==> src/rtl/row_window_scheduler.sv <==
// Row window scheduler for a 3-row border-detection kernel.
// Incoming pixels are written into three rotating line-buffer banks. One
// window command is issued per output row, naming the banks that hold rows
// r-1, r and r+1. Input is throttled so that a bank is never overwritten
// while a pending window still reads it.
module row_window_scheduler #(
   parameter int WIDTH  = 320,
   parameter int HEIGHT = 240,
   parameter int DATA_W = 8
) (
   input  logic                      clk,
   input  logic                      rst_n,
   input  logic                      sof,
   input  logic [DATA_W-1:0]         pix_data,
   input  logic                      pix_valid,
   output logic                      pix_ready,
   output logic                      wr_en,
   output logic [1:0]                wr_bank,
   output logic [$clog2(WIDTH)-1:0]  wr_addr,
   output logic [DATA_W-1:0]         wr_data,
   output logic                      win_valid,
   input  logic                      win_ready,
   output logic [1:0]                top_bank,
   output logic [1:0]                mid_bank,
   output logic [1:0]                bot_bank,
   output logic [$clog2(HEIGHT)-1:0] row_idx,
   output logic                      border,
   output logic                      busy,
   output logic                      frame_done
);

   localparam int CW   = $clog2(WIDTH);
   localparam int RW   = $clog2(HEIGHT);
   // Row counters must be able to hold HEIGHT itself (frame fully consumed).
   localparam int CNTW = $clog2(HEIGHT + 1);

   localparam logic [CW-1:0]   LAST_COL = CW'(WIDTH - 1);
   localparam logic [CNTW-1:0] LAST_ROW = CNTW'(HEIGHT - 1);
   localparam logic [CNTW-1:0] ROWS_H   = CNTW'(HEIGHT);
   localparam logic [CNTW-1:0] THREE    = CNTW'(3);

   typedef enum logic [1:0] {
      S_IDLE   = 2'd0,
      S_STREAM = 2'd1,
      S_DRAIN  = 2'd2
   } state_t;

   state_t            state_q, state_d;
   logic [CW-1:0]     col_q, col_d;
   // Rows fully received. Serves both as the row being written (in_row) and
   // as the completed-row count used for window eligibility (rows_done).
   logic [CNTW-1:0]   in_row_q, in_row_d;
   logic [CNTW-1:0]   out_row_q, out_row_d;
   logic [1:0]        bank_q, bank_d;
   logic [1:0]        out_bank_q, out_bank_d;   // out_row mod 3

   logic              wr_en_q, wr_en_d;
   logic [1:0]        wr_bank_q, wr_bank_d;
   logic [CW-1:0]     wr_addr_q, wr_addr_d;
   logic [DATA_W-1:0] wr_data_q, wr_data_d;

   logic              win_valid_q, win_valid_d;
   logic [1:0]        top_q, top_d;
   logic [1:0]        mid_q, mid_d;
   logic [1:0]        bot_q, bot_d;
   logic [RW-1:0]     row_q, row_d;
   logic              border_q, border_d;
   logic              busy_q, busy_d;
   logic              frame_done_q, frame_done_d;

   logic              xfer;
   logic              accept;
   logic              hold;
   logic [CNTW:0]     need;

   // Next-state logic: FSM, counters, write port and window command.
   always_comb begin
      state_d      = state_q;
      col_d        = col_q;
      in_row_d     = in_row_q;
      out_row_d    = out_row_q;
      bank_d       = bank_q;
      out_bank_d   = out_bank_q;
      frame_done_d = 1'b0;
      win_valid_d  = win_valid_q;
      top_d        = top_q;
      mid_d        = mid_q;
      bot_d        = bot_q;
      row_d        = row_q;
      border_d     = border_q;
      need         = '0;

      // Row k reuses bank k%3, so it waits until window k-2 has been taken;
      // the test uses the pre-update out_row.
      pix_ready = (state_q == S_STREAM) &&
                  ((in_row_q < THREE) || (out_row_q + 1'b1 >= in_row_q));
      xfer   = pix_valid && pix_ready;
      accept = win_valid_q && win_ready && (state_q != S_IDLE);
      hold   = win_valid_q && !win_ready;

      case (state_q)
         S_IDLE: begin
            if (sof) begin
               state_d    = S_STREAM;
               col_d      = '0;
               in_row_d   = '0;
               out_row_d  = '0;
               bank_d     = 2'd0;
               out_bank_d = 2'd0;
            end
         end
         S_STREAM: begin
            if (xfer) begin
               if (col_q == LAST_COL) begin
                  col_d    = '0;
                  in_row_d = in_row_q + 1'b1;
                  bank_d   = (bank_q == 2'd2) ? 2'd0 : bank_q + 2'd1;
                  if (in_row_q == LAST_ROW) begin
                     state_d = S_DRAIN;
                  end
               end else begin
                  col_d = col_q + 1'b1;
               end
            end
         end
         S_DRAIN: begin
            if (accept && (out_row_q == LAST_ROW)) begin
               state_d      = S_IDLE;
               frame_done_d = 1'b1;
            end
         end
         default: state_d = S_IDLE;
      endcase

      if (accept) begin
         out_row_d  = out_row_q + 1'b1;
         out_bank_d = (out_bank_q == 2'd2) ? 2'd0 : out_bank_q + 2'd1;
      end

      // A presented window is frozen until taken; otherwise the register
      // tracks the next row, so back-to-back windows issue at one per cycle.
      if (!hold && (state_q != S_IDLE)) begin
         need = {1'b0, out_row_d} + (CNTW + 1)'(2);
         if (need > {1'b0, ROWS_H}) begin
            need = {1'b0, ROWS_H};
         end
         win_valid_d = (out_row_d < ROWS_H) && ({1'b0, in_row_q} >= need);
         row_d       = out_row_d[RW-1:0];
         mid_d       = out_bank_d;
         top_d       = (out_bank_d == 2'd0) ? 2'd2 : out_bank_d - 2'd1;
         bot_d       = (out_bank_d == 2'd2) ? 2'd0 : out_bank_d + 2'd1;
         border_d    = (out_row_d == '0) || (out_row_d == LAST_ROW);
      end

      wr_en_d   = xfer;
      wr_bank_d = bank_q;
      wr_addr_d = col_q;
      wr_data_d = pix_data;
      busy_d    = (state_d != S_IDLE);
   end

   // State and output registers; reset returns every output to zero.
   always_ff @(posedge clk or negedge rst_n) begin
      if (!rst_n) begin
         state_q      <= S_IDLE;
         col_q        <= '0;
         in_row_q     <= '0;
         out_row_q    <= '0;
         bank_q       <= 2'd0;
         out_bank_q   <= 2'd0;
         wr_en_q      <= 1'b0;
         wr_bank_q    <= 2'd0;
         wr_addr_q    <= '0;
         wr_data_q    <= '0;
         win_valid_q  <= 1'b0;
         top_q        <= 2'd0;
         mid_q        <= 2'd0;
         bot_q        <= 2'd0;
         row_q        <= '0;
         border_q     <= 1'b0;
         busy_q       <= 1'b0;
         frame_done_q <= 1'b0;
      end else begin
         state_q      <= state_d;
         col_q        <= col_d;
         in_row_q     <= in_row_d;
         out_row_q    <= out_row_d;
         bank_q       <= bank_d;
         out_bank_q   <= out_bank_d;
         wr_en_q      <= wr_en_d;
         wr_bank_q    <= wr_bank_d;
         wr_addr_q    <= wr_addr_d;
         wr_data_q    <= wr_data_d;
         win_valid_q  <= win_valid_d;
         top_q        <= top_d;
         mid_q        <= mid_d;
         bot_q        <= bot_d;
         row_q        <= row_d;
         border_q     <= border_d;
         busy_q       <= busy_d;
         frame_done_q <= frame_done_d;
      end
   end

   assign wr_en      = wr_en_q;
   assign wr_bank    = wr_bank_q;
   assign wr_addr    = wr_addr_q;
   assign wr_data    = wr_data_q;
   assign win_valid  = win_valid_q;
   assign top_bank   = top_q;
   assign mid_bank   = mid_q;
   assign bot_bank   = bot_q;
   assign row_idx    = row_q;
   assign border     = border_q;
   assign busy       = busy_q;
   assign frame_done = frame_done_q;

endmodule

==> config.mk <==
export PLATFORM = sky130hd
export DESIGN_NAME = row_window_scheduler
export DESIGN_NICKNAME = d
export VERILOG_FILES = /design/src/rtl/row_window_scheduler.sv
export SDC_FILE = /design/constraint.sdc
export NUM_CORES = 1
export LEC_CHECK = 0
export CORE_ASPECT_RATIO = 0.8
export CORE_UTILIZATION = 40
export CTS_CLUSTER_SIZE = 20
export DETAILED_ROUTE_END_ITERATION = 6
export MAX_ROUTING_LAYER = met4
export SLEW_MARGIN = 20
export SYNTH_ARGS = -nofsm -noshare
export SYNTH_HDL_FRONTEND = slang
export SYNTH_SLANG_ARGS = --single-unit
export TNS_END_PERCENT = 30
==> constraint.sdc <==
create_clock -name clk -period 3.6 [get_ports clk]
set_input_delay 0.72 -clock clk [delete_from_list [all_inputs] [get_ports clk]]
set_output_delay 0.72 -clock clk [all_outputs]
set_load 0.02 [all_outputs]
==> impl_metrics.py, run 1 <==
metrics = {
    "timing": {
        "finalCriticalPeriod_ns": 3.79,
        "totalNegativeSetupSlack_ns": -0.193,
        "fin_skew_ns": 0.00740,
        "holdWs_ns": 0.408,
        "rsz_0062_raised_after_global_routing": "yes",
        "worst_pin_slew_ns": 0.797,
        "timing_max_transition_violations_final": 0,
        "final_period_utilization_pct": 105,
        "max_freq_mhz": 264,
        "setup_viol_count_final": 1,
        "timing.slew.headroom_pct": 46.9,
        "total_count_of_hold_check_failures_in_the_final_report": 0,
        "post_layout_worst_setup_margin_ns": -0.193,
    },
    "setup_path": {
        "worstSetupStartpointType": "flip-flop",
        "critical_path.slowest_cell": "sky130_fd_sc_hd__dfrtp_2",
        "critPathMaxFanout": 7,
        "critical_path_buf_inv_count": 1,
        "cp_delay_by_family_top": "compound AO/OA/AOI/OAI gates",
        "path_class": "flip-flop to flip-flop",
        "arrival_ns": 4.02,
        "cp_cell_sequence": "or3b_4 -> nand3_4 -> a21boi_4 -> inv_2 -> ha_4 -> nand4b_1 -> o31ai_4 -> nor4_1 -> o211ai_1 -> a31oi_2 -> o21bai_4 -> and2_1 -> ha_1 -> nand2b_4 -> a21oi_2 -> nor2b_1 -> o21ai_1 -> a21oi_1 -> o211ai_1 -> a21oi_1 -> a21o_1",
        "rr_startpoint": "state_q[0]$_DFF_PN0_",
        "worst-endpoint-required_ns": 3.82,
        "setup.worst_path.start": "state_q[0]$_DFF_PN0_",
        "end_kind": "flip-flop",
        "critical_path.max_stage_delay_ns": 0.47,
    },
    "place": {
        "routabilityCongestion": 0.879,
        "preCtsSetupSlack_ns": -1.12,
        "hpwlAfterDp_microns": 6700,
        "place.port_buffers": 51,
    },
    "layout": {
        "finalNetCount": 508,
        "drive_above_1_share_pct": 25.2,
        "num-fill-cells": 758,
        "num_antenna_cells": 0,
        "fin_util_pct": 59.1,
        "syn2layout_area_growth_pct": 40.8,
    },
    "logic_synthesis": {
        "synth_fp_nets": 399,
        "synthArstFlopShare_pct": 100,
        "yosys-top-cells-area": "sky130_fd_sc_hd__dfrtp_1 47%, sky130_fd_sc_hd__ha_1 7.9%, sky130_fd_sc_hd__xnor2_1 3.6%",
        "synth_warnings": 0,
        "synth_top_area_share_pct": 47.4,
        "synth.lib_cells_used.distinct": 53,
        "synth.largest_area_cell": "sky130_fd_sc_hd__dfrtp_1",
        "synth_area_per_cell_sq_um": 10.0,
        "post_synth_edffs": 0,
        "ys_seq_elements": 69,
        "postSynthCellCount": 363,
        "sequential_share_of_the_synthesized_area_pct": 47.4,
        "synth-main-ff-cell": "sky130_fd_sc_hd__dfrtp_1",
        "syn_area_sq_mm": 0.00364,
    },
    "outcome": {
        "failing_checks": "negative setup slack",
        "status": "finished, violations left",
    },
    "die": {
        "die_w_microns": 109,
        "dieArea_sq_mm": 0.00949,
        "io_pins": 52,
        "core-area_sq_mm": 0.00867,
        "num_rows": 30,
        "die_h_microns": 87.3,
        "start_util_pct": 42.0,
    },
    "route": {
        "routed_wire_length_per_instance_microns": 15.6,
        "met2_length_microns": 3870,
        "detailroute.wirelength.met3_microns": 487,
        "vias_per_inst": 5.25,
        "drt_drc_violations_left": 0,
        "wirelength_microns": 9180,
        "route.vias.total": 3091,
        "routedLengthMet1_microns": 4700,
        "postRouteAntennaNets": 0,
        "drt_iter0_markers": 147,
        "top_layer": "met4",
        "firstDrtPassIters": 5,
    },
    "global_route": {
        "grt_overflow_total": 0,
        "antenna_found_initial": 0,
        "grt_first_pass_wirelength_microns": 15000,
        "grtUsageTotal_pct": 21.6,
        "grt_pass1_vias": 2971,
        "grt_max_degree": 39,
    },
    "job": {
        "reported_max_cap_violation_count": 0,
    },
    "worst_hold_path": {
        "holdCritStartpoint": "bank_q[0]$_DFFE_PN0P_",
        "hold_path_class": "flip-flop to flip-flop",
    },
    "power_and_ir_drop": {
        "p_total_mw": 4.07,
        "power.density_cell_area_mw_per_mm2": 795,
        "power_leakage_nw": 2.28,
        "max-vdd-ir-drop_mv": 0.404,
    },
    "clock_tree": {
        "worst_skew_pair.late_latency_ns": 0.33,
        "worst_path_clk_slew_ns": 0.06,
        "cts_tree": "yes",
        "tritoncts.num_buffers": 9,
        "ctsHtreeMaxLevel": 3,
        "cts_hold_buffers": 0,
        "ctsRootBufferMaster": "sky130_fd_sc_hd__clkbuf_16",
        "ctsLongestPathBuffers": 2,
        "clkSinkCount": 69,
    },
}
==> flip-flops by register name, indices dropped and copies added (netlist names) <==
| register | cells |
|---|---|
| state_q | 2 |
| mid_bank | 2 |
| bot_bank | 2 |
| wr_bank | 2 |
| win_valid | 1 |
| in_row_q | 8 |
| wr_addr | 9 |
| border | 1 |
| bank_q | 2 |
| out_bank_q | 2 |
| frame_done | 1 |
| row_idx | 8 |
| wr_data | 8 |
| out_row_q | 8 |
| busy | 1 |
| top_bank | 2 |
| wr_en | 1 |
| col_q | 9 |
==> report_power, final <==
part           leakage [nW]  internal (mW)  switching, mW
logic                  1.25          0.936          0.970
registers             0.874           1.02          0.177
clock network         0.159          0.630          0.343
total                  2.28           2.58           1.49
==> cell usage in the layout, fill, tap and decap left out, drive strengths merged, types with 2 or more instances in the layout <==
master,count
nor2,33
nor3b,3
mux2i,3
nand2b,3
and2,5
o211ai,6
dfrtp,69
nand3,16
o31ai,2
o21a,2
nand4,4
clkdlybuf4s50,47
a21o,6
a41oi,2
clkinv,2
nor3,10
a211oi,2
a21oi,24
a31oi,9
clkbuf,11
a22o,2
and3,3
inv,18
or3,3
ha,23
nor2b,6
mux2,11
xnor2,15
bufinv,2
o21ai,18
buf,64
nand4b,2
nor4,8
nand2,28
==> layer usage <==
| layer | GRT usage (%) | vias up |
|---|---|---|
| li1 | - | 1514 |
| met1 | 31.1 | 1476 |
| met2 | 30.4 | 91 |
| met3 | 3.81 | 10 |
| met4 | 7.62 | 0 |
| met5 | - | - |
==> cell usage after synthesis, types with 2 or more instances <==
cell	number
sky130_fd_sc_hd__o21ai_1	3
sky130_fd_sc_hd__nor4_1	8
sky130_fd_sc_hd__a21o_1	6
sky130_fd_sc_hd__a211oi_1	2
sky130_fd_sc_hd__nor2_1	32
sky130_fd_sc_hd__a41oi_1	2
sky130_fd_sc_hd__a21oi_1	23
sky130_fd_sc_hd__buf_2	8
sky130_fd_sc_hd__nor3b_1	3
sky130_fd_sc_hd__or3_1	3
sky130_fd_sc_hd__and3_1	3
sky130_fd_sc_hd__dfrtp_1	69
sky130_fd_sc_hd__o21a_1	2
sky130_fd_sc_hd__nand2_1	28
sky130_fd_sc_hd__xnor2_1	15
sky130_fd_sc_hd__nor2b_1	6
sky130_fd_sc_hd__mux2_2	11
sky130_fd_sc_hd__nor3_1	10
sky130_fd_sc_hd__nand3_1	15
sky130_fd_sc_hd__and2_1	5
sky130_fd_sc_hd__a22o_1	2
sky130_fd_sc_hd__o21ai_0	15
sky130_fd_sc_hd__o31ai_1	2
sky130_fd_sc_hd__nand2b_1	3
sky130_fd_sc_hd__mux2i_1	3
sky130_fd_sc_hd__nand4b_1	2
sky130_fd_sc_hd__inv_1	16
sky130_fd_sc_hd__nand4_1	4
sky130_fd_sc_hd__ha_1	23
sky130_fd_sc_hd__a31oi_1	7
sky130_fd_sc_hd__clkbuf_1	6
sky130_fd_sc_hd__o211ai_1	5
==> layout make-up <==
class                   instances  area [sq um]  area share, %
multi-input cells             263          1900           37.0
flip-flops and latches         69          1730           33.7
repair buffers                112           965           18.8
clock buffers                  10           239           4.66
well taps                     112           140           2.73
clock inverters                 6          93.8           1.83
inverters                      17          63.8           1.24
==> path summary, 6_finish.rpt <==
path	endpoint	slack (ns)	cells after the start
worst min register to register	wr_bank[0]$_DFF_PN0_	0.41	0
min in group asynchronous	wr_bank[1]$_DFF_PN0_	0.47	1
worst min-delay path	wr_bank[0]$_DFF_PN0_	0.41	0
worst max-delay path	win_valid$_DFFE_PN0P_	-0.19	21
worst max register to register	win_valid$_DFFE_PN0P_	-0.19	21
max in group asynchronous	row_idx[1]$_DFFE_PN0P_	2.46	2
==> timing repair <==
item / in CTS / in global routing
setup endpoints to repair: 2 / 2
cloned: 0 / 0
buffers inserted: 5 / 0
pin swaps: 13 / 11
gates resized for setup: 24 / 12
==> stage by stage <==
| step | instance area, sq um | std cells |
|---|---|---|
| floorplan | 3640 | 363 |
| global placement | 4660 | 568 |
| detailed placement | 4660 | 568 |
| CTS | 5100 | 589 |
| global route | 5130 | 589 |
| finish | 5130 | 589 |
==> cells by family after synthesis <==
family	synth area share [%]
flip-flops	47.4
adder cells (fa/ha/maj)	7.91
XOR/XNOR	3.85
AND/OR/NAND/NOR	18.3
buffers and inverters	3.47
AO/OA/AOI/OAI	14.8
multiplexers	4.23
Power figures use the tool's default switching activity.
==> run 2: changes to the inputs <==
CORE_UTILIZATION = 49   (was 40)
PLACE_DENSITY = 0.76   (was not set)
==> impl_metrics.py, run 2 (synthesis results as in run 1) <==
metrics = {
    "route": {
        "drt_iter0_markers": 297,
        "firstDrtPassIters": 7,
        "wirelength_microns": 9330,
        "routed_wire_length_per_instance_microns": 16.5,
        "postRouteAntennaNets": 0,
        "route.vias.total": 3229,
        "drt_drc_violations_left": 5,
        "vias_per_inst": 5.69,
    },
    "timing": {
        "setup_viol_count_final": 1,
        "finalCriticalPeriod_ns": 3.85,
        "totalNegativeSetupSlack_ns": -0.255,
        "timing_max_transition_violations_final": 0,
        "timing.slew.headroom_pct": 58.7,
        "worst_pin_slew_ns": 0.620,
        "final_period_utilization_pct": 107,
        "post_layout_worst_setup_margin_ns": -0.255,
        "max_freq_mhz": 259,
        "total_count_of_hold_check_failures_in_the_final_report": 0,
        "fin_skew_ns": 0.00718,
        "rsz_0062_raised_after_global_routing": "yes",
    },
    "layout": {
        "finalNetCount": 512,
        "syn2layout_area_growth_pct": 37.7,
        "layout.cells.most_common_list": "67 x sky130_fd_sc_hd__dfrtp_1, 61 x sky130_fd_sc_hd__buf_4, 47 x sky130_fd_sc_hd__clkdlybuf4s50_1",
        "multiInputGateArea_sq_mm": 0.00192,
        "mostFrequentLayoutCell": "sky130_fd_sc_hd__dfrtp_1",
        "num-fill-cells": 518,
        "finish.instance_area_sq_mm": 0.00501,
        "area.sequential_sq_mm": 0.00173,
        "num_antenna_cells": 0,
        "drive_above_1_share_pct": 26.9,
    },
    "clock_tree": {
        "ctsLongestPathBuffers": 2,
        "tritoncts.num_buffers": 9,
        "cts_hold_buffers": 0,
        "cts_tree": "yes",
        "worst_path_clk_slew_ns": 0.07,
        "clkSinkCount": 69,
        "ctsHtreeMaxLevel": 3,
        "worst_skew_pair.late_latency_ns": 0.34,
        "ctsRootBufferMaster": "sky130_fd_sc_hd__clkbuf_8",
    },
    "global_route": {
        "grt_pass1_vias": 3169,
        "antenna_found_initial": 0,
        "grt_max_degree": 47,
        "grt_overflow_total": 0,
        "grt_first_pass_wirelength_microns": 15300,
        "grtUsageTotal_pct": 26.4,
    },
    "setup_path": {
        "rr_startpoint": "state_q[1]$_DFF_PN0_",
        "reg2reg_setup_slack_ns": -0.25,
        "worstSetupStartpointType": "input pin",
        "worst_r2r_path_cells": 21,
        "critical_path.max_stage_delay_ns": 0.22,
        "reg2reg_to": "win_valid$_DFFE_PN0P_",
        "worst-endpoint-required_ns": 3.83,
        "critical_path.slowest_cell": "sky130_fd_sc_hd__buf_4",
        "critPathMaxFanout": 10,
        "cp_cell_sequence": "clkdlybuf4s15_2 -> o211a_1 -> buf_4 -> nand2_1 -> nand2_2 -> ha_4 -> nand4b_1 -> o31ai_2 -> buf_4 -> nor2_1 -> o21ai_1 -> a31oi_2 -> o21bai_4 -> and2_4 -> ha_4 -> nand2b_4 -> a21oi_2 -> nor2b_2 -> o21ai_1 -> a21oi_1 -> o211ai_1 -> a21oi_1 -> a21o_1",
        "path_class": "input pin to flip-flop",
        "end_kind": "flip-flop",
        "arrival_ns": 4.08,
    },
    "power_and_ir_drop": {
        "p_total_mw": 3.74,
        "power.density_cell_area_mw_per_mm2": 746,
        "max-vdd-ir-drop_mv": 0.397,
        "power_leakage_nw": 2.24,
    },
    "worst_hold_path": {
        "hold_path_class": "input pin to asynchronous set/reset pin",
    },
    "die": {
        "die_h_microns": 79.1,
        "num_rows": 27,
        "io_pins": 52,
        "dieArea_sq_mm": 0.00778,
        "start_util_pct": 51.8,
        "die_w_microns": 98.4,
        "core-area_sq_mm": 0.00703,
    },
    "place": {
        "place.port_buffers": 51,
        "hpwlAfterDp_microns": 6480,
        "detailed_place.area_sq_mm": 0.00461,
        "routabilityCongestion": 0.885,
    },
    "outcome": {
        "status": "finished, violations left",
        "failing_checks": "design-rule violations, negative setup slack",
    },
    "job": {
        "reported_max_cap_violation_count": 0,
    },
}
run 2: area by class of cell:
class	instances	share of cell area, %
clock buffers	10	2.55
clock inverters	5	1.05
inverters	17	1.27
multi-input cells	263	38.2
flip-flops and latches	69	34.5
well taps	87	2.17
repair buffers	116	20.2
run 2: per-layer routing:
| layer | GRT usage (%) | share of wire (%) | vias to the layer above |
|---|---|---|---|
| li1 | - | - | 1523 |
| met1 | 35.4 | 46 | 1562 |
| met2 | 39.9 | 46 | 126 |
| met3 | 5.46 | 6.8 | 18 |
| met4 | 10.0 | 1.7 | 0 |
| met5 | - | 0 | - |
run 2: worst max path at each step:
stage                               from               endpoint
finish                         win_ready  win_valid$_DFFE_PN0P_
floorplan                            sof  win_valid$_DFFE_PN0P_
global placement                     sof  win_valid$_DFFE_PN0P_
CTS                 state_q[1]$_DFF_PN0_  win_valid$_DFFE_PN0P_
global route                   win_ready  win_valid$_DFFE_PN0P_
detailed placement                   sof  win_valid$_DFFE_PN0P_
run 2: what timing repair did:
action	4_1_cts	5_1_grt
gates resized for setup	34	11
gates cloned	0	0
endpoints found under the setup margin	2	2
buffers inserted	8	4
pin swaps	15	19
run 2: worst max-delay path: cells and delay by family:
kind,cells,cell delay [ns]
compound gates,11,1.54
fa+ha+maj,2,0.41
buf+inv,3,0.60
simple gates,7,0.84
run 2: stage by stage:
step | setup WS (ns) | utilization, % | hold WS [ns] | std cells
6_report | -0.255 | 71.3 | 0.364 | 567
5_1_grt | -0.386 | 71.3 | 0.390 | 567
4_1_cts | -0.266 | 70.3 | 0.365 | 563
3_5_place_dp | -1.12 | 65.5 | 0.397 | 540
3_3_place_gp | -1.01 | 65.5 | 0.392 | 540
2_1_floorplan | -0.435 | - | 0.376 | 363
run 2: power by group:
| group | switching, mW | leakage (nW) | total (mW) | internal [mW] |
|---|---|---|---|---|
| Combinational | 0.981 | 1.27 | 1.94 | 0.956 |
| Sequential | 0.183 | 0.874 | 1.20 | 1.02 |
| Clock | 0.291 | 0.0919 | 0.604 | 0.313 |
